--- src/rtl/rvga_fetch_queue.sv ---
// rvga_fetch_queue: instruction-fetch front end.
// Issues sequential imem reads with one request outstanding, buffers {pc, instr}
// pairs in a small FIFO for decode, and flushes on redirect. A response that
// belongs to a request issued before a redirect is dropped.
module rvga_fetch_queue #(
    parameter int          depth_p    = 4,
    parameter logic [31:0] reset_pc_p = 32'h0000_0000
) (
    input  logic        clk_i,
    input  logic        rst_i,
    output logic        imem_r_v_o,
    output logic [31:0] imem_addr_o,
    input  logic [31:0] imem_data_i,
    input  logic        imem_resp_v_i,
    input  logic        redirect_v_i,
    input  logic [31:0] redirect_pc_i,
    output logic        fe_v_o,
    input  logic        fe_ready_i,
    output logic [31:0] fe_instr_o,
    output logic [31:0] fe_pc_o
);

    localparam int aw_lp = $clog2(depth_p);
    localparam int cw_lp = aw_lp + 1;

    typedef logic [aw_lp-1:0] ptr_t;
    typedef logic [cw_lp-1:0] cnt_t;

    // FETCH: request outstanding at pc; STALL: FIFO full, no request;
    // DRAIN: waiting out a request that a redirect made stale.
    typedef enum logic [1:0] {
        st_fetch,
        st_stall,
        st_drain
    } state_t;

    state_t      state, state_next;
    logic [31:0] pc, pc_next;
    logic [31:0] req_addr, req_addr_next;
    ptr_t        rd_ptr, wr_ptr;
    cnt_t        count, count_next;
    logic [31:0] pc_mem    [depth_p];
    logic [31:0] instr_mem [depth_p];
    logic        push, pop, empty;
    logic [31:0] target;

    assign target      = redirect_pc_i & 32'hFFFF_FFFC;
    assign empty       = (count == '0);
    assign fe_v_o      = !empty && !redirect_v_i;
    assign pop         = fe_v_o && fe_ready_i;
    assign fe_pc_o     = pc_mem[rd_ptr];
    assign fe_instr_o  = instr_mem[rd_ptr];
    assign imem_r_v_o  = !rst_i && ((state == st_fetch) || (state == st_drain));
    assign imem_addr_o = (state == st_drain) ? req_addr : pc;

    // Only a live (non-stale) response arriving without a redirect is buffered.
    assign push = (state == st_fetch) && imem_resp_v_i && !redirect_v_i;

    // FIFO occupancy after this cycle's flush, push and pop.
    always_comb begin
        // NOTE: every variable gets a default first so no path leaves it unassigned (no latch).
        count_next = count;
        if (redirect_v_i) begin
            count_next = '0;
        end else if (push && !pop) begin
            count_next = count + cnt_t'(1);
        end else if (!push && pop) begin
            count_next = count - cnt_t'(1);
        end
    end

    // Next-state, next-pc and stale-request address selection.
    always_comb begin
        state_next    = state;
        pc_next       = pc;
        req_addr_next = req_addr;
        case (state)
            st_fetch: begin
                if (redirect_v_i) begin
                    pc_next = target;
                    if (!imem_resp_v_i) begin
                        // The old request is still pending; keep presenting it.
                        req_addr_next = pc;
                        state_next    = st_drain;
                    end
                end else if (imem_resp_v_i) begin
                    pc_next = pc + 32'd4;
                    if (count_next == cnt_t'(depth_p)) begin
                        state_next = st_stall;
                    end
                end
            end
            st_stall: begin
                if (redirect_v_i) begin
                    pc_next    = target;
                    state_next = st_fetch;
                end else if (count_next < cnt_t'(depth_p)) begin
                    state_next = st_fetch;
                end
            end
            st_drain: begin
                if (redirect_v_i) begin
                    pc_next = target;
                end
                if (imem_resp_v_i) begin
                    state_next = st_fetch;
                end
            end
            default: state_next = st_fetch;
        endcase
    end

    // Control state, pc and FIFO pointers.
    always_ff @(posedge clk_i) begin
        // NOTE: state is updated with non-blocking assignments so all registers see pre-edge values.
        if (rst_i) begin
            state    <= st_fetch;
            pc       <= reset_pc_p;
            req_addr <= reset_pc_p;
            rd_ptr   <= '0;
            wr_ptr   <= '0;
            count    <= '0;
        end else begin
            state    <= state_next;
            pc       <= pc_next;
            req_addr <= req_addr_next;
            count    <= count_next;
            if (redirect_v_i) begin
                rd_ptr <= '0;
                wr_ptr <= '0;
            end else begin
                if (push) wr_ptr <= wr_ptr + ptr_t'(1);
                if (pop)  rd_ptr <= rd_ptr + ptr_t'(1);
            end
        end
    end

    // FIFO storage write port.
    always_ff @(posedge clk_i) begin
        // NOTE: the storage array has no reset; count/pointers alone decide which entries are valid.
        if (push && !rst_i) begin
            pc_mem[wr_ptr]    <= pc;
            instr_mem[wr_ptr] <= imem_data_i;
        end
    end

endmodule
--- config.mk ---
export PLATFORM = sky130hd
export DESIGN_NAME = rvga_fetch_queue
export DESIGN_NICKNAME = d
export VERILOG_FILES = /design/src/rtl/rvga_fetch_queue.sv
export SDC_FILE = /design/constraint.sdc
export NUM_CORES = 1
export LEC_CHECK = 0
export ABC_AREA = 0
export BUFFER_PORTS_ARGS = -buffer_cell sky130_fd_sc_hd__buf_2
export CORE_UTILIZATION = 23
export DETAILED_ROUTE_END_ITERATION = 8
export MAX_ROUTING_LAYER = met4
export PLACE_DENSITY_LB_ADDON = 0.08
export SLEW_MARGIN = 20
export SYNTH_ARGS = -nofsm -noshare
export SYNTH_HDL_FRONTEND = slang
export SYNTH_SLANG_ARGS = --single-unit
--- constraint.sdc ---
create_clock -name clk_i -period 2.8 [get_ports clk_i]
set_input_delay 0.42 -clock clk_i [delete_from_list [all_inputs] [get_ports clk_i]]
set_output_delay 0.42 -clock clk_i [all_outputs]
set_load 0.005 [all_outputs]
==> results of run 1 <==
critical path, stage by stage, from the launching register on:
cell     delay (ns)
dfxtp_4        0.68
buf_4          0.37
mux4_2         0.35
buf_2          0.15
cell families (layout without fill, tap and decap cells):
logic type / Yosys count / after routing / synth area share (%)
compound gates: 133 / 133 / 6.62
flops: 319 / 319 / 67.7
other cells: 1 / 4 / 0.0286
xor+xnor: 6 / 6 / 0.401
buf+inv: 75 / 303 / 2.44
simple gates: 226 / 226 / 8.46
mux: 93 / 93 / 13.3
fa+ha+maj: 11 / 11 / 1.05
power by group:
part           switching, mW  total (mW)  internal [mW]  leakage [nW]
clock network           2.02        4.79           2.77         0.578
registers             0.0742        5.31           5.23          2.82
logic                  0.569       0.940          0.371          2.13
total                   2.66        11.0           8.38          5.53
state kept, by name (all words and copies together), names as in the netlist, named ones only:
name	flops
instr_mem	128
pc_mem	120
pc	30
req_addr	30
count	3
rd_ptr	2
state	2
wr_ptr	2
layout make-up:
class                           instances  area, um2  share of cell area [%]
Tap cell                              756        946                    5.75
Clock buffer                           48       1050                    6.39
Timing Repair Buffer                  220       1440                    8.74
Sequential cell                       319       8880                    53.9
Clock inverter                         22        148                   0.897
Multi-Input combinational cell        473       3950                    24.0
Inverter                               13       48.8                   0.296
routing by layer:
| metal | GRT usage [%] | vias up | part of all wire (%) |
|---|---|---|---|
| met4 | 3.32 | 0 | 1.8 |
| met3 | 2.93 | 48 | 4.6 |
| met1 | 18.4 | 4109 | 47 |
| met2 | 21.0 | 173 | 46 |
| met5 | - | - | 0 |
| li1 | - | 3774 | - |
path summary, 6_finish.rpt:
path / from / end / slack [ns]
max: flop / fe_pc_o[22] / 0.24
min: imem_data_i[29] / instr_mem[0][29]$_DFFE_PP_ / 0.09
max reg2reg: pc[2]$_SDFFE_PP0P_ / pc[30]$_SDFFE_PP0P_ / 0.41
min reg2reg: req_addr[19]$_SDFFE_PP0P_ / req_addr[19]$_SDFFE_PP0P_ / 0.45
cell usage in the layout, fill, tap and decap left out, drive strengths merged, types with 3 or more instances in the layout:
cell and count:
edfxtp 248, buf 220, nand2 109, dfxtp 71, mux4 62, a21oi 49, clkbuf 48, nor2 28
mux2 27, o21ai 27, nand3 20, clkinv 17, nor4 14, inv 14, nand4 11, ha 11
nor3 10, and3 9, o31ai 7, a211oi 5, xnor2 5, nor3b 5, and2 4, and4 4
o22ai 4, a32oi 4, a31oi 4, mux2i 4, a22oi 4, a32o 4, conb 4, nor2b 3
o211ai 3, or3 3, a311oi 3, clkinvlp 3
through the flow:
step,area [um2],power [mW],std cells,setup WS [ns]
2_1_floorplan,13100,5.88,867,0.486
4_1_cts,16500,11.3,1851,0.113
3_3_place_gp,15300,6.37,1781,0.427
3_5_place_dp,15300,6.37,1781,0.393
5_1_grt,16500,11.5,1851,0.102
6_report,16500,11.0,1851,0.244
==> reports/results.tsv, run 1 <==
metric	value	unit
status	finished, final reports clean	
CTS tree	done	
Slew Viols, Final	0	
unrepaired setup endpoints after global routing	false	
clock slew at reported path FFs	0.06	ns
synth warn	0	
hold depth	1	
gr usage total	13.7	%
Hold Path Class	primary input to flop	
die footprint	0.0579	mm2
Die Wd	241	um
cts hold-fix bufs	0	
Resize count post-CTS	0	
Seq cells post-synth	319	
Syn Area/Cell	15.2	um2
crit path kind	flop to output pin	
Final Cycle Share	91.3	%
R2R depth	6	
core area	0.0563	mm2
Pleak	5.53	nW
Critical Path End Type	output pin	
Worst Skew	0.0219	ns
largest net degree at the start of global routing	46	
# diodes	0	
most frequent cell after synthesis	edfxtp_1	
CP startpoint kind	flop	
io pins	167	
Post-synth top cells	248 x edfxtp_1, 109 x nand2_1, 71 x dfxtp_1	
final core utilization	29.2	%
pwr dens	671	mW/mm2
Routed wire per std cell	20.6	um
register area share after synthesis	67.7	%
clock root cell	clkbuf_16	
Max Cap Violations	0	
setup bufs post-CTS	0	
Area Overhead vs Synth	25.7	%
peak fanout along the critical path	25	
Synth Flop Type	edfxtp_1	
fin crit period	2.56	ns
initial antenna violation count	0	
largest cells by area after synthesis	edfxtp_1 57%, dfxtp_1 11%, mux4_2 11%	
Fmax	0.391	GHz
CTS Buffer Depth	3	
drt drc	0	
Inserted Clock Buffers	41	
layout cells sized above 1	34.7	%
Synth Cell Area	0.0131	mm2
EDFF count, synth	248	
row cnt	87	
first-pass GRT wire length	56.0	mm
DP HPWL	25.2	mm
worst skew pair latency	0.55	ns
# setup viols final	0	
Synth top area share	56.9	%
Initial Util	23.3	%
CTS Sinks	319	
Nets	1148	
Pre-antenna DRT Iters	4	
Hold WS	0.0949	ns
WL final	38.1	mm
Least-Margin Pin Slew	0.805	ns
ys async rst share	0	%
IR drop worst, VDD	305	uV
via density per instance	4.38	
Routed Antenna Nets	0	
FILL cells	5705	
gpl congestion	0.724	
Arr. time, crit path	2.14	ns
Rel. slew slack	46.4	%
vias in the first global route	8290	
GR Overflow Total	0	
vias	8104	
I/O Buffers	160	
CTS H-tree lvls	2	
Post-Synthesis Cells	864	
Synth cell types	64	
Hold Fails Final Rpt	0	
Iter 0 DRT Violations	389	
CP required	2.38	ns
TNS Setup	0	ns
Die Height	241	um
Yosys top cell by area	edfxtp_1	
Power figures use the tool's default switching activity.
==> inputs of run 2 (changes only) <==
--- a/config.mk
+++ b/config.mk
@@ -7,7 +7,7 @@
 export LEC_CHECK = 0
 export ABC_AREA = 0
 export BUFFER_PORTS_ARGS = -buffer_cell sky130_fd_sc_hd__buf_2
-export CORE_UTILIZATION = 23
+export CORE_UTILIZATION = 52
 export DETAILED_ROUTE_END_ITERATION = 8
 export MAX_ROUTING_LAYER = met4
 export PLACE_DENSITY_LB_ADDON = 0.08
==> run 2 against run 1 <==
Effect of this change: cell area decreased by 5.3%; combinational power decreased by 14%; global-route usage increased by 9.1 points; largest cell class unchanged; highest routed layer unchanged.
==> reports/results.tsv, run 2 (synthesized netlist as in run 1, its figures left out) <==
metric	value	unit	change
die footprint	0.0258	mm2	-55%
io pins	167		unchanged
Nets	1120		-2.4%
Resize count post-CTS	0		unchanged
Die Height	161	um	-33%
row cnt	57		-34%
drt drc	0		unchanged
part of the power in registers	51.5	%	+3.4 points
I/O Buffers	160		unchanged
Final Cycle Share	84.9	%	-6.4 points
Routed Antenna Nets	0		unchanged
CP max stage cell	mux4_2		
Biggest register	instr_mem		
Slew Viols, Final	0		unchanged
first-pass GRT wire length	43.8	mm	-22%
critical path buffer and inverter count	2		unchanged
register area	0.00887	mm2	about the same
CTS Sinks	319		unchanged
gpl congestion	0.841		+16%
Cell Chain, Critical Path	buf_12 -> mux4_2 -> buf_2		
CTS Buffer Depth	3		unchanged
IR drop worst, VDD	519	uV	+70%
GR Overflow Total	0		unchanged
Pleak	5.36	nW	-2.9%
Rel. slew slack	49.5	%	+3.1 points
CTS H-tree lvls	2		unchanged
Arr. time, crit path	1.96	ns	-0.18 ns
Levels on crit path	3		unchanged
CP max stage delay	0.55	ns	-0.13 ns
Worst Skew	0.0158	ns	-0.00613 ns
combinational group share of total power	7.8	%	-0.7 points
Pint	8.09	mW	-3.5%
crit path kind	flop to output pin		
Inserted Clock Buffers	34		-17%
Pre-antenna DRT Iters	5		+1
via density per instance	5.78		+32%
layout cells sized above 1	33.0	%	-1.7 points
clock slew at reported path FFs	0.06	ns	about the same
worst skew pair latency	0.51	ns	-0.04 ns
peak fanout along the critical path	38		+52%
Least-Margin Pin Slew	0.758	ns	-0.0467 ns
Iter 0 DRT Violations	512		+32%
largest net degree at the start of global routing	63		+37%
CTS tree	done		
Area Overhead vs Synth	19.0	%	
Fmax	0.420	GHz	+7.5%
setup slack after placement	0.519	ns	+0.126 ns
most frequent cells in the layout	248 x edfxtp_1, 160 x buf_2, 109 x nand2_1		
clock root cell	clkbuf_16		
Max Cap Violations	0		unchanged
Hold Fails Final Rpt	0		unchanged
Hold Path Class	primary input to flop		
Largest delay share family, worst path	multiplexers		
TNS Setup	0	ns	unchanged
most common cell after layout, fill and taps aside	edfxtp_1		
Routed wire per std cell	20.2	um	-1.8%
Top Registers	instr_mem (128), pc_mem (120)		
# diodes	0		unchanged
WL final	28.1	mm	-26%
CP startpoint kind	flop		
status	finished, final reports clean		
# setup viols final	0		unchanged
Setup WS post-layout	0.422	ns	+0.178 ns
fin crit period	2.38	ns	-0.178 ns
max reg flops	128		unchanged
vias in the first global route	7845		-5.4%
pwr dens	666	mW/mm2	-0.76%
clock power share	40.7	%	-2.7 points
total power	10.4	mW	-6.0%
Multi-input gate area	0.00393	mm2	-0.44%
Critical Path End Type	output pin		
gr usage total	22.8	%	+9.1 points
Initial Util	53.4	%	+30 points
Switch Pwr	2.28	mW	-14%
R2R depth	6		unchanged
FILL cells	1844		-68%
core area	0.0245	mm2	-56%
initial antenna violation count	0		unchanged
unrepaired setup endpoints after global routing	false		
DP HPWL	18.3	mm	-27%
vias	8032		-0.89%
CP required	2.38	ns	about the same
setup bufs post-CTS	0		unchanged
Sw Share	22.0	%	-2.1 points
Die Wd	161	um	-33%
cts hold-fix bufs	0		unchanged
hold depth	1		unchanged
-- run 2: cell count changes in the layout (fill, tap and decap cells not counted), sizes merged --
cell / change
clkinvlp: -3
inv: -1
clkbuf: -2
buf: -21
clkinv: -4
bufinv: +1
-- run 2: path summary, 6_finish.rpt --
| kind | from | endpoint | slack (ns) |
|---|---|---|---|
| min | imem_data_i[12] | instr_mem[0][12]$_DFFE_PP_ | 0.13 |
| max reg2reg | pc[2]$_SDFFE_PP0P_ | pc[30]$_SDFFE_PP0P_ | 0.44 |
| min reg2reg | req_addr[19]$_SDFFE_PP0P_ | req_addr[19]$_SDFFE_PP0P_ | 0.45 |
| max | flop | fe_pc_o[15] | 0.42 |
-- run 2: worst register-to-register path, stage by stage, from the launching register on --
cell	delay [ns]
dfxtp_1	0.59
ha_1	0.27
and3_1	0.33
nand3_2	0.25
nor3_4	0.37
a21oi_1	0.12
a311o_1	0.32
-- run 2: layout make-up --
cell class	instances	area share, %
multi-input combinational	473	25.2
timing repair buffer	199	8.14
tap	324	2.60
clock inverter	15	0.811
inverter	13	0.313
sequential	319	57.0
clock buffer	46	5.95
-- run 2: metal layers --
metal / global-route usage [%] / vias to the layer above / wire length (um)
met2: 35.1 / 294 / 13400
met4: 6.13 / 0 / 501
met3: 3.23 / 40 / 1740
li1: - / 3725 / -
met5: - / - / 0
met1: 32.0 / 3973 / 12500
-- run 2: power groups by stage --
stage                     clock network, mW  logic (mW)  registers, mW
after floorplan                           0       0.467           5.41
after global placement                    0       0.798           5.43
after detailed placement                  0       0.806           5.44
after CTS                              4.32       0.810           5.34
after global routing                   4.50       0.879           5.36
final                                  4.22       0.806           5.34
-- run 2: per-stage QoR --
step / util (%) / std cells / hold slack (ns) / area, um2
after CTS: 63.5 / 1389 / 0.104 / 15600
after global routing: 63.5 / 1389 / 0.114 / 15600
final: 63.5 / 1389 / 0.127 / 15600
after detailed placement: 59.2 / 1328 / 0.445 / 14500
after global placement: 59.2 / 1328 / 0.438 / 14500
after floorplan: - / 867 / 0.433 / 13100
==> inputs of run 3 (changes only) <==
==> constraint.sdc (replaced) <==
create_clock -name clk_i -period 2.2 [get_ports clk_i]
set_input_delay 0.33 -clock clk_i [delete_from_list [all_inputs] [get_ports clk_i]]
set_output_delay 0.33 -clock clk_i [all_outputs]
set_load 0.005 [all_outputs]
==> run 3 against run 2 <==
Effect of this change: the run now ends with setup timing left; wire length grew 6.4%; clock power grew 27%; hold slack lost 0.074 ns; clock skew shrank 0.0017 ns; global-route usage grew 0.54 points; via count grew 4.3%; largest cell class unchanged; sequential power grew 26%; register-to-register slack lost 0.28 ns; critical path type unchanged; worst setup slack lost 0.46 ns; largest power group unchanged; non-clock buffer count grew 78; sequential share of layout area shrank 3.4 points.
==> reports/results.tsv, run 3 (synthesized netlist as in run 1, its figures left out) <==
metric	value	unit	change
status	finished with violations		
failing checks	setup timing		
Setup WS post-layout	-0.0427	ns	-0.464 ns
Initial Util	53.4	%	unchanged
row cnt	57		unchanged
cell area after layout	0.0166	mm2	+6.3%
critical path buffer and inverter count	3		+1
CP required	1.87	ns	-0.51 ns
crit path kind	flop to output pin		
core area	0.0245	mm2	unchanged
CTS H-tree lvls	1		-1
Nets	1195		+6.7%
Max Cap Violations	0		unchanged
Iter 0 DRT Violations	712		+39%
pwr dens	811	mW/mm2	+22%
clock root cell	clkbuf_16		
CP max stage delay	0.51	ns	-0.04 ns
Pre-antenna DRT Iters	5		unchanged
Top Registers	instr_mem (128), pc_mem (120)		
unrepaired setup endpoints after global routing	true		
via density per instance	5.73		-0.98%
Die Wd	161	um	unchanged
DP HPWL	19.0	mm	+3.6%
Die Height	161	um	unchanged
Biggest register	instr_mem		
Area Overhead vs Synth	26.5	%	
GR Overflow Total	0		unchanged
FILL cells	1738		-5.7%
Final Cycle Share	102	%	
max reg flops	128		unchanged
Arr. time, crit path	1.91	ns	-0.05 ns
vias in the first global route	8109		+3.4%
final core utilization	67.5	%	+4.0 points
# setup viols final	48		+48
Slew Viols, Final	0		unchanged
first-pass GRT wire length	45.4	mm	+3.6%
layout cells sized above 1	35.9	%	+3.0 points
largest net degree at the start of global routing	57		-9.5%
Largest delay share family, worst path	multiplexers		
most frequent cells in the layout	248 x edfxtp_1, 148 x buf_2, 108 x nand2_1		
die footprint	0.0258	mm2	unchanged
Pleak	5.84	nW	+8.9%
Multi-input gate area	0.00404	mm2	+2.9%
Routed wire per std cell	20.4	um	+1.0%
Hold WS	0.0526	ns	-0.0742 ns
Hold Path Class	primary input to flop		
Hold Fails Final Rpt	0		unchanged
Worst Skew	0.0141	ns	-0.00169 ns
vias	8377		+4.3%
initial antenna violation count	0		unchanged
placed cell area	0.0148	mm2	+1.6%
gpl congestion	0.843		+0.33%
Fmax	0.446	GHz	
peak fanout along the critical path	9		-76%
Rel. slew slack	55.0	%	+5.6 points
# diodes	0		unchanged
WL final	29.9	mm	+6.4%
Cell Chain, Critical Path	buf_12 -> clkbuf_16 -> mux4_2 -> buf_6		
IR drop worst, VDD	486	uV	-6.4%
CTS tree	done		
drt drc	0		unchanged
clock slew at reported path FFs	0.06	ns	about the same
gr usage total	23.3	%	+0.54 points
I/O Buffers	160		unchanged
Inserted Clock Buffers	31		-8.8%
Routed Antenna Nets	0		unchanged
CP startpoint kind	flop		
CP max stage cell	mux4_2		
Least-Margin Pin Slew	0.674	ns	-0.0835 ns
CTS Sinks	319		unchanged
Critical Path End Type	output pin		
CTS Buffer Depth	3		unchanged
worst skew pair latency	0.55	ns	+0.04 ns
register area	0.00888	mm2	about the same
io pins	167		unchanged
most common cell after layout, fill and taps aside	edfxtp_1		
fin crit period	2.24	ns	
==> run 3: changes by cell type in the layout (fill, tap and decap cells not counted), moves of 4 or more <==
cell,before,now
mux2_4,0,20
buf_6,0,14
clkinv_1,6,2
clkbuf_1,10,4
buf_2,160,148
clkbuf_8,1,8
clkbuf_16,35,39
buf_4,25,62
mux2_2,27,7
dlygate4sd3_1,0,32
==> run 3: tightest hold or removal path: cells and delay by family <==
kind | cells | cell delay, ns
buffers and inverters | 1 | 0.10
and+or+nand+nor | 1 | 0.05
AOI/OAI and AO/OA | 1 | 0.08
==> run 3: layout make-up <==
class / instances / area share, %
Clock buffer: 44 / 5.59
Clock inverter: 13 / 0.763
Inverter: 13 / 0.310
Multi-Input combinational cell: 473 / 24.4
Sequential cell: 319 / 53.6
Tap cell: 324 / 2.45
Timing Repair Buffer: 277 / 12.9
==> run 3: where the power goes <==
| part | switching, mW | internal, mW | total [mW] |
|---|---|---|---|
| logic | 0.702 | 0.619 | 1.32 |
| registers | 0.0961 | 6.66 | 6.75 |
| clock network | 2.20 | 3.15 | 5.36 |
| total | 3.00 | 10.4 | 13.4 |
==> run 3: what timing repair did <==
item,CTS,global route
endpoints found under the hold margin,128,0
buffers inserted,2,3
hold buffers,32,0
resized for setup,10,39
gates cloned,0,7
pin swaps,0,1
setup endpoints to repair,82,65
==> run 3: layer usage <==
metal | track usage, % | vias up | share of wire, %
met5 | - | - | 0
met4 | 5.57 | 0 | 1.9
met3 | 2.76 | 50 | 5.6
met2 | 35.9 | 278 | 47
met1 | 33.5 | 4187 | 46
li1 | - | 3862 | -
==> run 3: path summary, 6_finish.rpt <==
| path | from | to | cells past startpoint | slack, ns |
|---|---|---|---|---|
| setup / recovery | flop | fe_pc_o[15] | 4 | -0.04 |
| hold / removal | redirect_pc_i[3] | pc[3]$_SDFFE_PP0P_ | 3 | 0.05 |
| hold reg to reg | req_addr[30]$_SDFFE_PP0P_ | req_addr[30]$_SDFFE_PP0P_ | 2 | 0.45 |
| setup reg to reg | state[1]$_SDFFE_PP0P_ | pc[31]$_SDFFE_PP0P_ | 7 | 0.16 |
==> run 3: through the flow <==
step           std cells  total power [mW]  setup slack (ns)  TNS, ns
2_1_floorplan        867              7.48            -0.114   -28.17
3_3_place_gp        1362              8.01             0.203        0
3_5_place_dp        1362              8.03             0.134        0
4_1_cts             1453              13.4           -0.0961    -3.50
5_1_grt             1463              13.9           -0.0968    -4.70
6_report            1463              13.4           -0.0427   -0.868
